==> config.mk <==
export PLATFORM = sky130hd
export DESIGN_NAME = led_pwm_bank
export DESIGN_NICKNAME = d
export VERILOG_FILES = /design/src/rtl/led_pwm_pkg.sv /design/src/rtl/led_pwm_channel.sv /design/src/rtl/led_pwm_bank.sv
export SDC_FILE = /design/constraint.sdc
export NUM_CORES = 1
export LEC_CHECK = 0
export ABC_AREA = 1
export CAP_MARGIN = 25
export CORE_AREA = 2 2 172 174
export DETAILED_ROUTE_END_ITERATION = 6
export DIE_AREA = 0 0 174 176
export GPL_ROUTABILITY_DRIVEN = 1
export PLACE_DENSITY = 0.66
export SYNTH_ARGS = -nofsm -noshare
export SYNTH_HDL_FRONTEND = slang
export SYNTH_HIERARCHICAL = 1
export SYNTH_SLANG_ARGS = --single-unit
==> constraint.sdc <==
create_clock -name clk -period 4.7 [get_ports clk]
set_clock_uncertainty 0.1 [all_clocks]
set_input_delay 0.47 -clock clk [delete_from_list [all_inputs] [get_ports clk]]
set_output_delay 0.47 -clock clk [all_outputs]
set_load 0.03 [all_outputs]
==> src/rtl/led_pwm_pkg.sv <==
// Shared types for the multi-channel LED PWM driver: channel mode encoding.
package led_pwm_pkg;

  localparam int MODE_W = 2;

  typedef enum logic [MODE_W-1:0] {
    MODE_OFF     = 2'd0,
    MODE_PWM     = 2'd1,
    MODE_ON      = 2'd2,
    MODE_BREATHE = 2'd3
  } led_mode_e;

endpackage

==> src/rtl/led_pwm_channel.sv <==
// One LED channel: shadow/active config, period-aligned update, breathe stepper
// and duty compare against the shared PWM counter.
module led_pwm_channel
  import led_pwm_pkg::*;
#(
  parameter int RES = 8
) (
  input  logic           clk,
  input  logic           rst,
  input  logic           load,
  input  led_mode_e      wr_mode,
  input  logic [RES-1:0] wr_duty,
  input  logic           boundary,
  input  logic [RES-1:0] pwm_cnt,
  output logic           pwm_on
);

  localparam logic [RES-1:0] DUTY_MAX = '1;
  localparam logic [RES-1:0] DUTY_ONE = RES'(1);

  led_mode_e      shadow_mode, act_mode;
  logic [RES-1:0] shadow_duty, act_duty;
  logic           pending;
  logic           dir;

  logic           step_up;
  logic [RES-1:0] next_duty;

  // Reverse early if a breathe level was loaded at an extreme so the duty never wraps.
  assign step_up   = dir ? (act_duty == '0) : (act_duty != DUTY_MAX);
  assign next_duty = step_up ? act_duty + DUTY_ONE : act_duty - DUTY_ONE;

  // NOTE: all state updates use <= so every register sees pre-edge values,
  // which is what lets a boundary apply the old shadow while a write loads the new one.
  always_ff @(posedge clk) begin
    if (rst) begin
      shadow_mode <= MODE_OFF;
      shadow_duty <= '0;
      pending     <= 1'b0;
      act_mode    <= MODE_OFF;
      act_duty    <= '0;
      dir         <= 1'b0;
    end else begin
      if (boundary) begin
        if (pending) begin
          act_mode <= shadow_mode;
          act_duty <= shadow_duty;
          dir      <= 1'b0;
          pending  <= 1'b0;
        end else if (act_mode == MODE_BREATHE) begin
          act_duty <= next_duty;
          if (next_duty == DUTY_MAX)  dir <= 1'b1;
          else if (next_duty == '0)   dir <= 1'b0;
          else                        dir <= ~step_up;
        end
      end
      // Placed after the boundary update so a coincident write re-arms pending.
      if (load) begin
        shadow_mode <= wr_mode;
        shadow_duty <= wr_duty;
        pending     <= 1'b1;
      end
    end
  end

  // NOTE: pwm_on gets a default before the case so no path leaves it unassigned
  // and no latch is inferred.
  always_comb begin
    pwm_on = 1'b0;
    unique case (act_mode)
      MODE_OFF:     pwm_on = 1'b0;
      MODE_ON:      pwm_on = 1'b1;
      MODE_PWM,
      MODE_BREATHE: pwm_on = (pwm_cnt < act_duty);
      default:      pwm_on = 1'b0;
    endcase
  end

endmodule

==> src/rtl/led_pwm_bank.sv <==
// Multi-channel PWM LED driver: shared prescaler and period counter, per-channel
// config, software LED bits OR'd into a registered output.
module led_pwm_bank
  import led_pwm_pkg::*;
#(
  parameter  int CHANNELS   = 8,
  parameter  int RES        = 8,
  parameter  int PRESCALE_W = 16,
  localparam int SEL_W      = (CHANNELS > 1) ? $clog2(CHANNELS) : 1
) (
  input  logic                  clk,
  input  logic                  rst,
  input  logic                  wr_en,
  input  logic [SEL_W-1:0]      wr_sel,
  input  logic [MODE_W-1:0]     wr_mode,
  input  logic [RES-1:0]        wr_duty,
  input  logic [PRESCALE_W-1:0] prescale,
  input  logic [CHANNELS-1:0]   base_leds,
  output logic [CHANNELS-1:0]   leds,
  output logic                  period_tick
);

  // Counter tops out at 2^RES-2 so duty 2^RES-1 stays on for the whole period.
  localparam logic [RES-1:0] CNT_MAX = RES'((1 << RES) - 2);

  logic [PRESCALE_W-1:0] pre_cnt;
  logic [RES-1:0]        pwm_cnt;
  logic                  tick;
  logic                  boundary;
  logic                  sel_valid;
  logic [CHANNELS-1:0]   pwm_on;

  // >= rather than == so lowering prescale mid-count ticks on the next cycle.
  assign tick      = (pre_cnt >= prescale);
  assign boundary  = tick && (pwm_cnt == CNT_MAX);
  assign sel_valid = (int'(wr_sel) < CHANNELS);

  always_ff @(posedge clk) begin
    if (rst) begin
      pre_cnt     <= '0;
      pwm_cnt     <= '0;
      leds        <= '0;
      period_tick <= 1'b0;
    end else begin
      pre_cnt     <= tick ? '0 : pre_cnt + PRESCALE_W'(1);
      if (tick)
        pwm_cnt   <= (pwm_cnt == CNT_MAX) ? '0 : pwm_cnt + RES'(1);
      leds        <= base_leds | pwm_on;
      period_tick <= boundary;
    end
  end

  for (genvar i = 0; i < CHANNELS; i++) begin : g_chan
    led_pwm_channel #(.RES(RES)) u_chan (
      .clk      (clk),
      .rst      (rst),
      .load     (wr_en && sel_valid && (int'(wr_sel) == i)),
      .wr_mode  (led_mode_e'(wr_mode)),
      .wr_duty  (wr_duty),
      .boundary (boundary),
      .pwm_cnt  (pwm_cnt),
      .pwm_on   (pwm_on[i])
    );
  end

endmodule

# Word level (Yosys, flattened, before mapping)
# Cells that the tools add are included.
# word_totals
reg_bits	209
inputBits	40
output_inout_bits	9
# op_classes
add_sub_neg	18
magnitude_cmp	9
eq_ne	48
mux	82
n_bitwise	9
reduce_logical	75
# ops
cell	n
two-way mux 8 bit	25
zero test 8 bit	16
adder 8 x 1 -> 8 bit (second input constant)	9
== test 8 bit (second input constant)	9
less-than comparator 8 bit	8
inequality test 8 bit (second input constant)	8
subtractor 8 x 1 -> 8 bit (second input constant)	8
two-way mux 1 bit	49
== test 2 bit (second input constant)	16
AND reduction 2 bit	16
nonzero test 2 bit	16
one-hot mux 1 bit (3 select lines)	8
OR reduction 2 bit	9
adder 16 x 1 -> 16 bit (second input constant)	1
== test 2 x 1 -> 1 bit (second input constant)	8
greater-or-equal comparator 16 bit	1
zero test 2 bit	8
== test 3 bit (second input constant)	4
logical AND 1 bit	9
NOT 1 bit	8
OR 8 bit	1
== test 3 x 2 -> 1 bit (second input constant)	2
== test 3 x 1 -> 1 bit (second input constant)	1
zero test 3 bit	1

# Depth between registers and ports, before layout
# Gate-level depths: netlist (run 1).
# depth
word_depth	8
depth_mapped	20
depth_no_buf	19

# Cells and area by module
# The synthesis (run 1) kept the hierarchy.
# by_module_without_submodules
mod	instances	cells_per_inst	area_per_inst_um2	seq_area_each_um2
led_pwm_channel	8	230	1508.9	440.4
led_pwm_bank	1	278	2083.2	660.6

# Least setup slack after synthesis (run 1)
# OpenSTA, ideal clock, no wires.
# synth_path
kind	input -> register
start	input prescale[15]
end	register g_chan[0].u_chan.act_duty[7]
arrival_time_ns	3.327
path_slack_ns	1.204
cell_stages	15
path_buffers	1
cell_sequence	inv_1 -> ha_1 -> nand2_2 -> nor3_2 -> nand2_4 -> nand2_4 -> inv_6 -> nor2_1 -> nand2_1 -> nand2_1 -> inv_1 -> buf_4 -> a21oi_1 -> o21ai_0 -> a21oi_1
# synth_via
elab_chain_len	3
# synth_rtl
item	line	rtl
from (decl)	led_pwm_bank.sv:17	input logic [PRESCALE_W-1:0] prescale,
greater-or-equal comparator 16 bit	led_pwm_bank.sv:34	assign tick = (pre_cnt >= prescale);
logical AND 1 bit	led_pwm_bank.sv:35	assign boundary = tick && (pwm_cnt == CNT_MAX);
net boundary	led_pwm_bank.sv:29	logic boundary;
AND reduction 2 bit (no source line)	n/a	
to (signal assigned)	led_pwm_channel.sv:47	act_duty <= shadow_duty;
to (signal assigned)	led_pwm_channel.sv:51	act_duty <= next_duty;
to (decl)	led_pwm_channel.sv:22	logic [RES-1:0] shadow_duty, act_duty;
# The timed path passes the listed nets, and every way through them passes these cells.
# A chain may end at the register's enable or synchronous reset.

# Final worst setup path (run 1)
# layout_path
start	register pwm_cnt[5]
end	register g_chan[0].u_chan.act_duty[7]
# layout_via
elab_chain_len	3
# layout_rtl
item	line	rtl
from (decl)	led_pwm_bank.sv:27	logic [RES-1:0] pwm_cnt;
from (signal assigned)	led_pwm_bank.sv:47	pwm_cnt <= (pwm_cnt == CNT_MAX) ? '0 : pwm_cnt + RES'(1);
== test 8 bit	led_pwm_bank.sv:35	
logical AND 1 bit	led_pwm_bank.sv:35	
net boundary	led_pwm_bank.sv:29	
AND reduction 2 bit (no source line)	n/a	
# The timed path passes the listed nets, and every way through them passes these cells.

==> summary.md, run 1 <==
| Metric | Value |
|---|---|
| Outcome | `finished, final reports clean` |
| Die width | `174 um` |
| # IOs | `49` |
| P_int | `about 3 mW` |
| Routed vias | `13,482` |
| Global-route wire length before repair | `61,000 um` |
| Final HPWL DP | `around 27,000 um` |
| FP Rows | `62` |
| Count of flip-flops with a built-in enable after synthesis | `0` |
| Synthesis Warnings | `6` |
| Hold path start | `rst` |
| CTS tree | `done` |
| Critical-path cell list | `inv_1, nor4_4, inv_1, nor2_2, buf_4, nand2_1, nand2_1, inv_1, a21oi_1, o21ai_0, a21oi_1` |
| Area grow syn2layout | `11.4%` |
| All-Layer GR Usage | `0.238` |
| Power Density | `251 nW/um^2` |
| Reg2reg end | `g_chan[0].u_chan/act_duty[7]` |
| Initial antenna violation count | `0` |
| Number of H-tree levels | `1` |
| Vias in the first global route | `12,575` |
| GRT overflow | `0` |
| Seq. cell area | `4180 sq um` |
| Share of layout cells above drive strength 1 | `0.0577` |
| Cells after Synth | `2,118` |
| Synthesized Nets | `about 2,300` |
| Clock sink total | `209` |
| Critical path peak fanout | `32` |
| Met2 wire length | `17,000 um` |
| TNS Setup | `0 ns` |
| Die footprint | `30,600 sq um` |
| Nets | `roughly 2,300` |
| Worst slew pin tran | `0.882 ns` |
| Net Sw Power | `0.906 mW` |
| Reg2reg path depth | `11` |
| DRC violations left | `0` |
| Max-slew headroom | `0.411` |
| Multi-input logic area | `just under 9000 sq um` |
| RSZ-0062 raised after global routing | `false` |
| Core area | `about 29,000 sq um` |
| FMAX | `288 MHz` |
| Setup crit start kind | `flip-flop` |
| R2r setup slk | `1.23 ns` |
| Hold EP | `leds[1]` |
| Die height | `roughly 180 um` |
| Ant diodes | `0` |
| Hold Crit Depth | `2` |
| RR Startpoint | `pwm_cnt[5]` |
| Multiplexer area fraction after synthesis | `0` |
| Top layer reached by signal wires | `met4` |
| DR iter-0 viols | `860` |
| Wire length on met1 | `17,600 um` |
| Post-Synth XOR/XNOR Area | `0.00928` |
| Placer Congestion | `0.830` |
| Met3 wire length | `about 1400 um` |
| Asr flop ratio synth | `0` |
| #FFs+latches synth | `209` |
| Largest family of logic cells by synthesized area | `simple AND/OR/NAND/NOR gates` |
| Vias per cell | `roughly 5.3` |
| Final Max Slew Viols | `0` |
| Number of port buffers | `48` |
| Logic pwr share | `0.047` |
| Synth Area in Compound Gates | `0.155` |
| Hold Crit Class | `input pin to flip-flop` |
| Post-synth top flop | `dfxtp_1` |
| Netlist cell types | `37` |
| PostCTS Resize Cnt | `0` |
| Sequential-to-total area share from yosys stat | `0.296` |
| Syn Area/Cell | `6.68 sq um` |
| Leakage power | `7.11 nW` |
| Filler instances | `2,862` |
| Worst vdd ir | `0.243 mV` |
| Synthesized cell area | `14,200 sq um` |
| Max incr delay on CP | `a little under 0.9 ns` |
| Drt first pass iters | `7` |
| Synth Area in Simple Gates | `0.313` |
| Final min period | `3.47 ns` |
| Most frequent cells in the layout | `nand2_1, nor2_1, inv_1` |
| Net Sw Frac | `0.229` |
| Pin count of the biggest net entering global routing | `33` |
| Final setup violating endpoints | `0` |
| Max Root-Sink Buffers | `3` |
| Post-DRT Antenna Nets | `0` |
| Clk slew on worst S/H paths | `0.06 ns` |
| Adder-cell share of the synthesized area | `0.134` |
| Initial Utilization | `0.496` |
| CTS Root Cell | `clkbuf_16` |
| Post-route setup slack | `1.23 ns` |
| Final Cycle Share | `0.738` |
| Setup Fix Bufs, Post-CTS | `0` |
| CP required | `5.04 ns` |
| Worst path slowest cell | `dfxtp_1` |
| Clock share of power | `0.490` |
| CP dominant cell by count | `inv_1` |
| Worst setup EP type | `flip-flop` |
| Clk_lat worst skew | `between 0.5 and 0.6 ns` |
| WP data arrival | `3.81 ns` |
| Final-report hold violation count | `0` |
| DRT Wirelength | `between 30,000 and 40,000 um` |
| WL per Instance | `about 14 um` |
| Max Cap Viol | `0` |
| Seq pwr share | `0.463` |
| Cts hold-fix bufs | `0` |
| WS Path Type | `flip-flop to flip-flop` |
| Most common cell after layout, fill and taps aside | `nand2_1` |
| DP Worst Slack | `around 1.1 ns` |
| CTS buffer count | `24` |
-- cell families (layout without fill, tap and decap cells) --
kind of cell / Yosys count / count (layout)
XOR/XNOR: 15 / 15
buffers and inverters: 334 / 384
AO/OA/AOI/OAI: 376 / 376
adder cells (fa/ha/maj): 147 / 147
flip-flops: 209 / 209
AND/OR/NAND/NOR: 1037 / 1037
-- routing by layer --
metal	up-vias	track usage
met5	-	0
met3	34	0.0245
li1	7010	-
met4	0	0.0525
met1	6203	0.324
met2	235	0.409
-- flip-flops by register name, indices dropped and copies added (netlist names) --
name	cells
pre_cnt	16
g_chan.u_chan/dir	8
g_chan.u_chan/act_mode	16
g_chan.u_chan/shadow_mode	16
g_chan.u_chan/pending	8
period_tick	1
pwm_cnt	8
g_chan.u_chan/act_duty	64
leds	8
g_chan.u_chan/shadow_duty	64
-- through the flow --
step / total power, mW / hold slack [ns] / instances / area (sq um) / utilization
CTS: 3.98 / 0.322 / 2552 / 15800 / 0.552
floorplan: 1.96 / 0.330 / 2118 / 14200 / -
detailed placement: 2.05 / 0.361 / 2510 / 14900 / 0.523
finish: 3.96 / 0.341 / 2552 / 15800 / 0.552
global route: 4.08 / 0.357 / 2552 / 15800 / 0.552
global placement: 2.05 / 0.354 / 2510 / 14900 / 0.523
-- worst max path at each step --
stage,startpoint,endpoint,slack (ns),depth (start not counted)
6_report,pwm_cnt[5],g_chan[0].u_chan/act_duty[7],1.23,11
5_1_grt,pwm_cnt[4],g_chan[0].u_chan/act_duty[7],1.0,11
2_1_floorplan,prescale[15],g_chan[0].u_chan/act_duty[7],1.20,15
3_5_place_dp,prescale[3],g_chan[0].u_chan/act_duty[7],1.11,20
4_1_cts,pwm_cnt[5],g_chan[0].u_chan/act_duty[7],1.32,11
3_3_place_gp,prescale[3],g_chan[1].u_chan/act_duty[7],1.24,20
-- synthesized netlist by cell type, types with 2 or more instances --
cell type  instances  area share
clkbuf_1          33      0.0088
nor2_1           324       0.086
a21oi_2           11      0.0068
a21oi_1          142       0.050
xor2_1             9      0.0056
nor3_1            14      0.0050
ha_1             139        0.12
nand2_2           17      0.0075
nand3_2            9      0.0064
o21ai_2           10      0.0062
o211ai_1           8      0.0042
xnor2_1            6      0.0037
nor2_4            10      0.0080
inv_1            283       0.075
o2111ai_1          8      0.0050
dfxtp_1          209        0.30
a221oi_1          32       0.020
nand3_1          157       0.056
fa_1               8       0.011
a31oi_1           16      0.0071
nand2_1          462        0.12
nand2_4            2      0.0016
o21ai_0          137       0.048
nand4_1           27       0.012
buf_4              8      0.0042
nor2_2             9      0.0040
nand3b_1           2      0.0011
o21a_1            10      0.0053
buf_2              8      0.0028
-- power groups by stage --
stage	registers, mW	logic, mW	clock network (mW)
after floorplan	1.86	0.101	0
after global placement	1.87	0.183	0
after detailed placement	1.87	0.186	0
after CTS	1.83	0.187	1.96
after global routing	1.83	0.209	2.03
final	1.83	0.187	1.94
-- layout make-up --
class                           instances  share of cell area
Clock buffer                           31              0.0430
Clock inverter                         11             0.00881
Inverter                              284              0.0680
Multi-Input combinational cell       1575               0.549
Sequential cell                       209               0.265
Tap cell                              384              0.0305
Timing Repair Buffer                   58              0.0349
-- critical path: cells and delay by family, from the launching register on --
family	cells	cell delay (ns)
AND/OR/NAND/NOR	4	1.02
buffers and inverters	4	0.96
flip-flops	1	0.88
AO/OA/AOI/OAI	3	0.41
Power figures use the tool's default switching activity.
==> inputs of run 2 (changes only) <==
Clock period 4.7 ns to 3.2 ns, I/O delays scaled along.
==> run 2 against run 1 <==
Net effect:
- combinational power rose by 48%
- cell area rose by 1.1%
- cell count rose by 0.86%
- largest cell class unchanged
==> summary.md, run 2 (synthesis gave the netlist of run 1 again) <==
| Metric | Value |
|---|---|
| Nets | `2,359 (+0.86%)` |
| RSZ-0062 raised after global routing | `false` |
| Vias in the first global route | `12,482 (-0.74%)` |
| Seq. cell area | `4180 sq um (unchanged)` |
| Clk_lat worst skew | `0.51 ns (about the same)` |
| PostCTS Resize Cnt | `0 (unchanged)` |
| Max Cap Viol | `0 (unchanged)` |
| CP required | `3.50 ns (-1.54 ns)` |
| Number of port buffers | `48 (unchanged)` |
| Worst slew pin tran | `0.699 ns (-0.183 ns)` |
| Pin count of the biggest net entering global routing | `44 (+33%)` |
| Largest registers | `g_chan.u_chan/act_duty x64, g_chan.u_chan/shadow_duty x64` |
| Ant diodes | `0 (unchanged)` |
| Final Cycle Share | `0.837 (+0.0999)` |
| Most common cell after layout, fill and taps aside | `nand2_1` |
| Die footprint | `30,600 sq um (unchanged)` |
| Outcome | `finished, final reports clean` |
| All-Layer GR Usage | `0.233 (-0.00491)` |
| Die width | `174 um (unchanged)` |
| GRT overflow | `0 (unchanged)` |
| Placer Congestion | `0.820 (-1.2%)` |
| Clock sink total | `209 (unchanged)` |
| Final setup violating endpoints | `0 (unchanged)` |
| Power Density | `363 nW/um^2 (+45%)` |
| CP Capture Point | `g_chan[4].u_chan/act_duty[3]` |
| Core area | `28,500 sq um (unchanged)` |
| Share of layout cells above drive strength 1 | `0.0653 (+0.00764)` |
| Placement Cell Area | `15,100 sq um (+1.1%)` |
| CTS tree | `done` |
| Most frequent cells in the layout | `nand2_1, nor2_1, inv_1` |
| Reg2reg end | `g_chan[4].u_chan/act_duty[3]` |
| Multi-input logic area | `8660 sq um (unchanged)` |
| # IOs | `49 (unchanged)` |
| Reg2reg path depth | `17 (+6)` |
| Hold path start | `rst` |
| Power, Total | `5.79 mW (+46%)` |
| Vias per cell | `5.25 (-0.63%)` |
| Setup crit start kind | `flip-flop` |
| CTS Root Cell | `clkbuf_16` |
| Global-route wire length before repair | `59,900 um (-1.8%)` |
| FP Rows | `62 (unchanged)` |
| Hold Crit Class | `input pin to flip-flop` |
| WP data arrival | `2.98 ns (-0.83 ns)` |
| WHS | `0.189 ns (-0.152 ns)` |
| Final instance area | `15,900 sq um (+1.1%)` |
| Clk slew on worst S/H paths | `0.06 ns (about the same)` |
| WL per Instance | `14.1 um (-1.9%)` |
| Die height | `176 um (unchanged)` |
| Initial antenna violation count | `0 (unchanged)` |
| Worst setup EP type | `flip-flop` |
| DRC violations left | `0 (unchanged)` |
| Drt first pass iters | `5 (-2)` |
| Final min period | `2.68 ns (-0.787 ns)` |
| FMAX | `373 MHz (+29%)` |
| Cts hold-fix bufs | `0 (unchanged)` |
| Initial Utilization | `0.496 (unchanged)` |
| Routed vias | `13,513 (+0.23%)` |
| TNS Setup | `0 ns (unchanged)` |
| RR Startpoint | `pre_cnt[3]` |
| Area grow syn2layout | `12.5%` |
| Max Root-Sink Buffers | `3 (unchanged)` |
| R2r setup slk | `0.52 ns (-0.71 ns)` |
| Final HPWL DP | `26,500 um (-0.82%)` |
| WS Path Type | `flip-flop to flip-flop` |
| Final Max Slew Viols | `0 (unchanged)` |
| Final-report hold violation count | `0 (unchanged)` |
| DR iter-0 viols | `817 (-5.0%)` |
| Worst vdd ir | `0.470 mV (+93%)` |
| Setup Fix Bufs, Post-CTS | `0 (unchanged)` |
| Post-DRT Antenna Nets | `0 (unchanged)` |
| CTS buffer count | `24 (unchanged)` |
| Leakage power | `7.23 nW (+1.6%)` |
| CP startpoint | `pre_cnt[3]` |
| Filler instances | `2,825 (-1.3%)` |
| Max-slew headroom | `0.532 (+0.121)` |
| Critical path peak fanout | `32 (unchanged)` |
| Number of H-tree levels | `1 (unchanged)` |
| DRT Wirelength | `36,200 um (-1.0%)` |
==> run 2: changes by cell type in the layout (fill, tap and decap cells not counted) <==
cell,before,now
clkinvlp_4,2,0
clkbuf_8,3,6
buf_4,10,30
clkbuf_1,3,7
clkinv_2,5,3
buf_2,1,0
buf_12,0,1
bufinv_16,3,2
==> run 2: area by class of cell <==
cell class | count | area share
Multi-Input combinational cell | 1575 | 0.544
Sequential cell | 209 | 0.263
Inverter | 284 | 0.0672
Clock buffer | 38 | 0.0461
Timing Repair Buffer | 78 | 0.0449
Tap cell | 384 | 0.0302
Clock inverter | 6 | 0.00526
==> run 2: worst min-delay path by stage <==
stage | slack (ns) | endpoint | cells after the start
after global routing | 0.21 | leds[2] | 2
after global placement | 0.35 | pre_cnt[0] | 1
after floorplan | 0.29 | pwm_cnt[3] | 1
after detailed placement | 0.36 | g_chan[2].u_chan/act_mode[1] | 2
after CTS | 0.19 | g_chan[2].u_chan/pending | 2
final | 0.19 | g_chan[2].u_chan/pending | 2
==> run 2: where the power goes <==
part | leakage (nW) | switching, mW | internal, mW | total, mW
Sequential | 1.69 | 0.0376 | 2.65 | 2.69
Clock | 0.404 | 1.09 | 1.73 | 2.83
Combinational | 5.13 | 0.176 | 0.101 | 0.276
Total | 7.23 | 1.31 | 4.48 | 5.79
==> run 2: critical path, stage by stage, from the launching register on <==
cell	delay (ns)
dfxtp_1	0.40
ha_1	0.28
nand2_1	0.09
nor2_1	0.05
nor2_1	0.08
nand2_1	0.06
nand2_1	0.06
nand2_1	0.10
nand2_4	0.09
nand2_4	0.06
inv_6	0.09
nor2_2	0.05
buf_12	0.17
nand2_1	0.13
nand2_1	0.11
inv_1	0.28
a21oi_1	0.07
a221oi_1	0.31
==> run 2: per-layer routing <==
| layer | vias up | global-route usage | routed length, um |
|---|---|---|---|
| met4 | 0 | 0.0445 | 480 |
| met1 | 6209 | 0.307 | 17000 |
| li1 | 7042 | - | - |
| met2 | 224 | 0.420 | 17500 |
| met5 | - | 0 | 0 |
| met3 | 38 | 0.0202 | 1230 |
==> run 2: stage by stage <==
step                instances  utilization  worst slack [ns]
floorplan                2118            -             0.250
global placement         2530        0.529             0.170
detailed placement       2530        0.529            0.0708
CTS                      2574        0.558             0.498
global route             2574        0.558             0.165
finish                   2574        0.558             0.520
==> inputs of run 3 (changes only) <==
Settings changed: PLACE_DENSITY 0.66 to 0.69.
Clock period 3.2 ns to 2.4 ns, I/O delays scaled along.
==> run 3 against run 2 <==
Net effect:
- hold slack lost 0.14 ns
- die area is the same
- cell area grew 19%
- largest power group is now sequential cells
- non-clock buffer count grew 194
- first-iteration DRC count grew 18%
- combinational power grew 50%
- critical path type unchanged
- core utilization grew 11 points
- the run now ends with negative setup slack left
- wire length grew 12%
- setup slack lost 0.68 ns
- sequential cell count is the same
- cell count grew 7.4%
==> summary.md, run 3 (synthesis gave the netlist of run 1 again) <==
| Metric | Value |
|---|---|
| Max Root-Sink Buffers | `3 (unchanged)` |
| Pin count of the biggest net entering global routing | `29 (-34%)` |
| P_int | `5.71 mW (+27%)` |
| Drt first pass iters | `6 (+1)` |
| Number of port buffers | `48 (unchanged)` |
| Routed vias | `14,711 (+8.9%)` |
| Most frequent cells in the layout | `nand2_1, nor2_1, inv_1` |
| Final Max Slew Viols | `0 (unchanged)` |
| DRC violations left | `0 (unchanged)` |
| Outcome | `complete, but fails checks` |
| WS Path Type | `flip-flop to flip-flop` |
| Leakage power | `8.19 nW (+13%)` |
| Post-route insts no fill | `2,765 (+7.4%)` |
| Family with the most delay on the worst path | `simple AND/OR/NAND/NOR gates` |
| Worst slew pin tran | `0.743 ns (+0.0441 ns)` |
| Die height | `176 um (unchanged)` |
| Critical path peak fanout | `15 (-53%)` |
| Hold Crit Depth | `2 (unchanged)` |
| Nets | `2,554 (+8.3%)` |
| TNS Setup | `-3.42 ns (-3.42 ns)` |
| Final instance area | `19,000 sq um (+19%)` |
| Ant diodes | `0 (unchanged)` |
| CTS buffer count | `23 (-4.2%)` |
| Net Sw Power | `1.72 mW (+32%)` |
| Die width | `174 um (unchanged)` |
| Max Cap Viol | `0 (unchanged)` |
| Placement Cell Area | `16,400 sq um (+8.4%)` |
| Post-route setup slack | `-0.165 ns (-0.685 ns)` |
| DR iter-0 viols | `965 (+18%)` |
| Final setup violating endpoints | `50 (+50)` |
| Vias in the first global route | `13,505 (+8.2%)` |
| Placed Cells | `2,679 (+5.9%)` |
| Final Cycle Share | `1.07 (+0.231)` |
| CTS tree | `done` |
| Max-slew headroom | `0.504 (-0.0286)` |
| Clock share of power | `0.466 (-0.022)` |
| RSZ-0062 raised after global routing | `true` |
| CP required | `2.72 ns (-0.78 ns)` |
| Die footprint | `30,600 sq um (unchanged)` |
| # IOs | `49 (unchanged)` |
| Most common cell after layout, fill and taps aside | `nand2_1` |
| Clk slew on worst S/H paths | `0.06 ns (about the same)` |
| CP bufs+invs | `3 (unchanged)` |
| Logic pwr share | `0.056 (+0.008)` |
| Net Sw Frac | `0.232 (+0.00646)` |
| Largest registers | `g_chan.u_chan/act_duty x64, g_chan.u_chan/shadow_duty x64` |
| Area grow syn2layout | `34.1%` |
| CTS Root Cell | `clkbuf_16` |
| Seq pwr share | `0.478 (+0.014)` |
| Max incr delay on CP | `0.34 ns (-0.06 ns)` |
| Worst vdd ir | `0.598 mV (+27%)` |
| Worst path slowest cell | `dfxtp_2` |
| Initial Utilization | `0.496 (unchanged)` |
| Hold Crit Class | `input pin to flip-flop` |
| Setup crit start kind | `flip-flop` |
| All-Layer GR Usage | `0.242 (+0.00871)` |
| Failing checks | `negative setup slack` |
| GRT overflow | `0 (unchanged)` |
| Worst setup EP type | `flip-flop` |
| FMAX | `390 MHz (+4.5%)` |
| Number of H-tree levels | `1 (unchanged)` |
| Core area | `28,500 sq um (unchanged)` |
| Final-report hold violation count | `0 (unchanged)` |
| Clk_lat worst skew | `0.50 ns (about the same)` |
| Critical-path cell list | `ha_4, nand2_4, nor2_2, nor2_1, nand2_1, nand2_1, nand2_2, nand2_4, nand2_4, inv_6, nor2_4, buf_12, nand3_1, nand2_2, clkinvlp_4, a21oi_1, o21ai_0, a21oi_1` |
| Global-route wire length before repair | `62,500 um (+4.2%)` |
| Vias per cell | `5.32 (+1.3%)` |
| CP dominant cell by count | `nand2_4` |
| Reg2reg path depth | `18 (+1)` |
| Placer Congestion | `0.832 (+1.4%)` |
| Cell depth of the worst setup path | `18 (+1)` |
| Final HPWL DP | `27,600 um (+4.3%)` |
| Power, Total | `7.43 mW (+28%)` |
| Initial antenna violation count | `0 (unchanged)` |
| Share of layout cells above drive strength 1 | `0.257 (+0.192)` |
| WL per Instance | `14.7 um (+4.3%)` |
| FP Rows | `62 (unchanged)` |
| Final min period | `2.56 ns (-0.115 ns)` |
| Post-DRT Antenna Nets | `0 (unchanged)` |
| WP data arrival | `2.89 ns (-0.09 ns)` |
| DRT Wirelength | `40,600 um (+12%)` |
| WHS | `0.0512 ns (-0.138 ns)` |
| Power Density | `391 nW/um^2 (+7.7%)` |
| Clock sink total | `209 (unchanged)` |
==> run 3: layer usage <==
layer | part of all wire | vias to the layer above | global-route usage | routed length [um]
met5 | 0 | - | 0 | 0
met4 | 0.028 | 0 | 0.0707 | 1150
met3 | 0.038 | 90 | 0.0205 | 1540
met2 | 0.50 | 305 | 0.440 | 20200
met1 | 0.44 | 6867 | 0.306 | 17600
li1 | - | 7449 | - | -
==> run 3: layout make-up <==
cell class                      count  area, sq um
Multi-Input combinational cell   1575        10100
Timing Repair inverter              2         15.0
Fill cell                        2478         9560
Inverter                          284         1090
Sequential cell                   209         4330
Timing Repair Buffer              272         2270
Clock buffer                       33          673
Tap cell                          384          480
Clock inverter                      6         61.3
==> run 3: power by group through the flow <==
stage	sequential (mW)	clock, mW	combinational (mW)
after floorplan	3.65	0	0.205
after global placement	3.65	0	0.378
after detailed placement	3.65	0	0.385
after CTS	3.57	3.51	0.388
after global routing	3.56	3.64	0.455
final	3.55	3.46	0.414
==> run 3: repair_timing <==
action / in CTS / in global routing
gates resized for setup: 44 / 307
setup buffers: 0 / 46
pin swaps: 2 / 87
hold buffers: 0 / 0
endpoints found under the setup margin: 23 / 72
cloned: 0 / 3
==> run 3: worst paths after layout <==
check | startpoint | slack, ns | endpoint
min reg2reg | g_chan[6].u_chan/shadow_duty[0] | 0.37 | g_chan[6].u_chan/act_duty[0]
min | rst | 0.05 | leds[2]
max reg2reg | pre_cnt[2] | -0.16 | g_chan[0].u_chan/act_duty[7]
max | pre_cnt[2] | -0.16 | g_chan[0].u_chan/act_duty[7]
==> run 3: through the flow <==
stage / worst slack (ns) / utilization
after floorplan: -0.177 / -
after global placement: -0.370 / 0.574
after detailed placement: -0.449 / 0.574
after CTS: -0.0318 / 0.608
after global routing: -0.325 / 0.665
final: -0.165 / 0.665
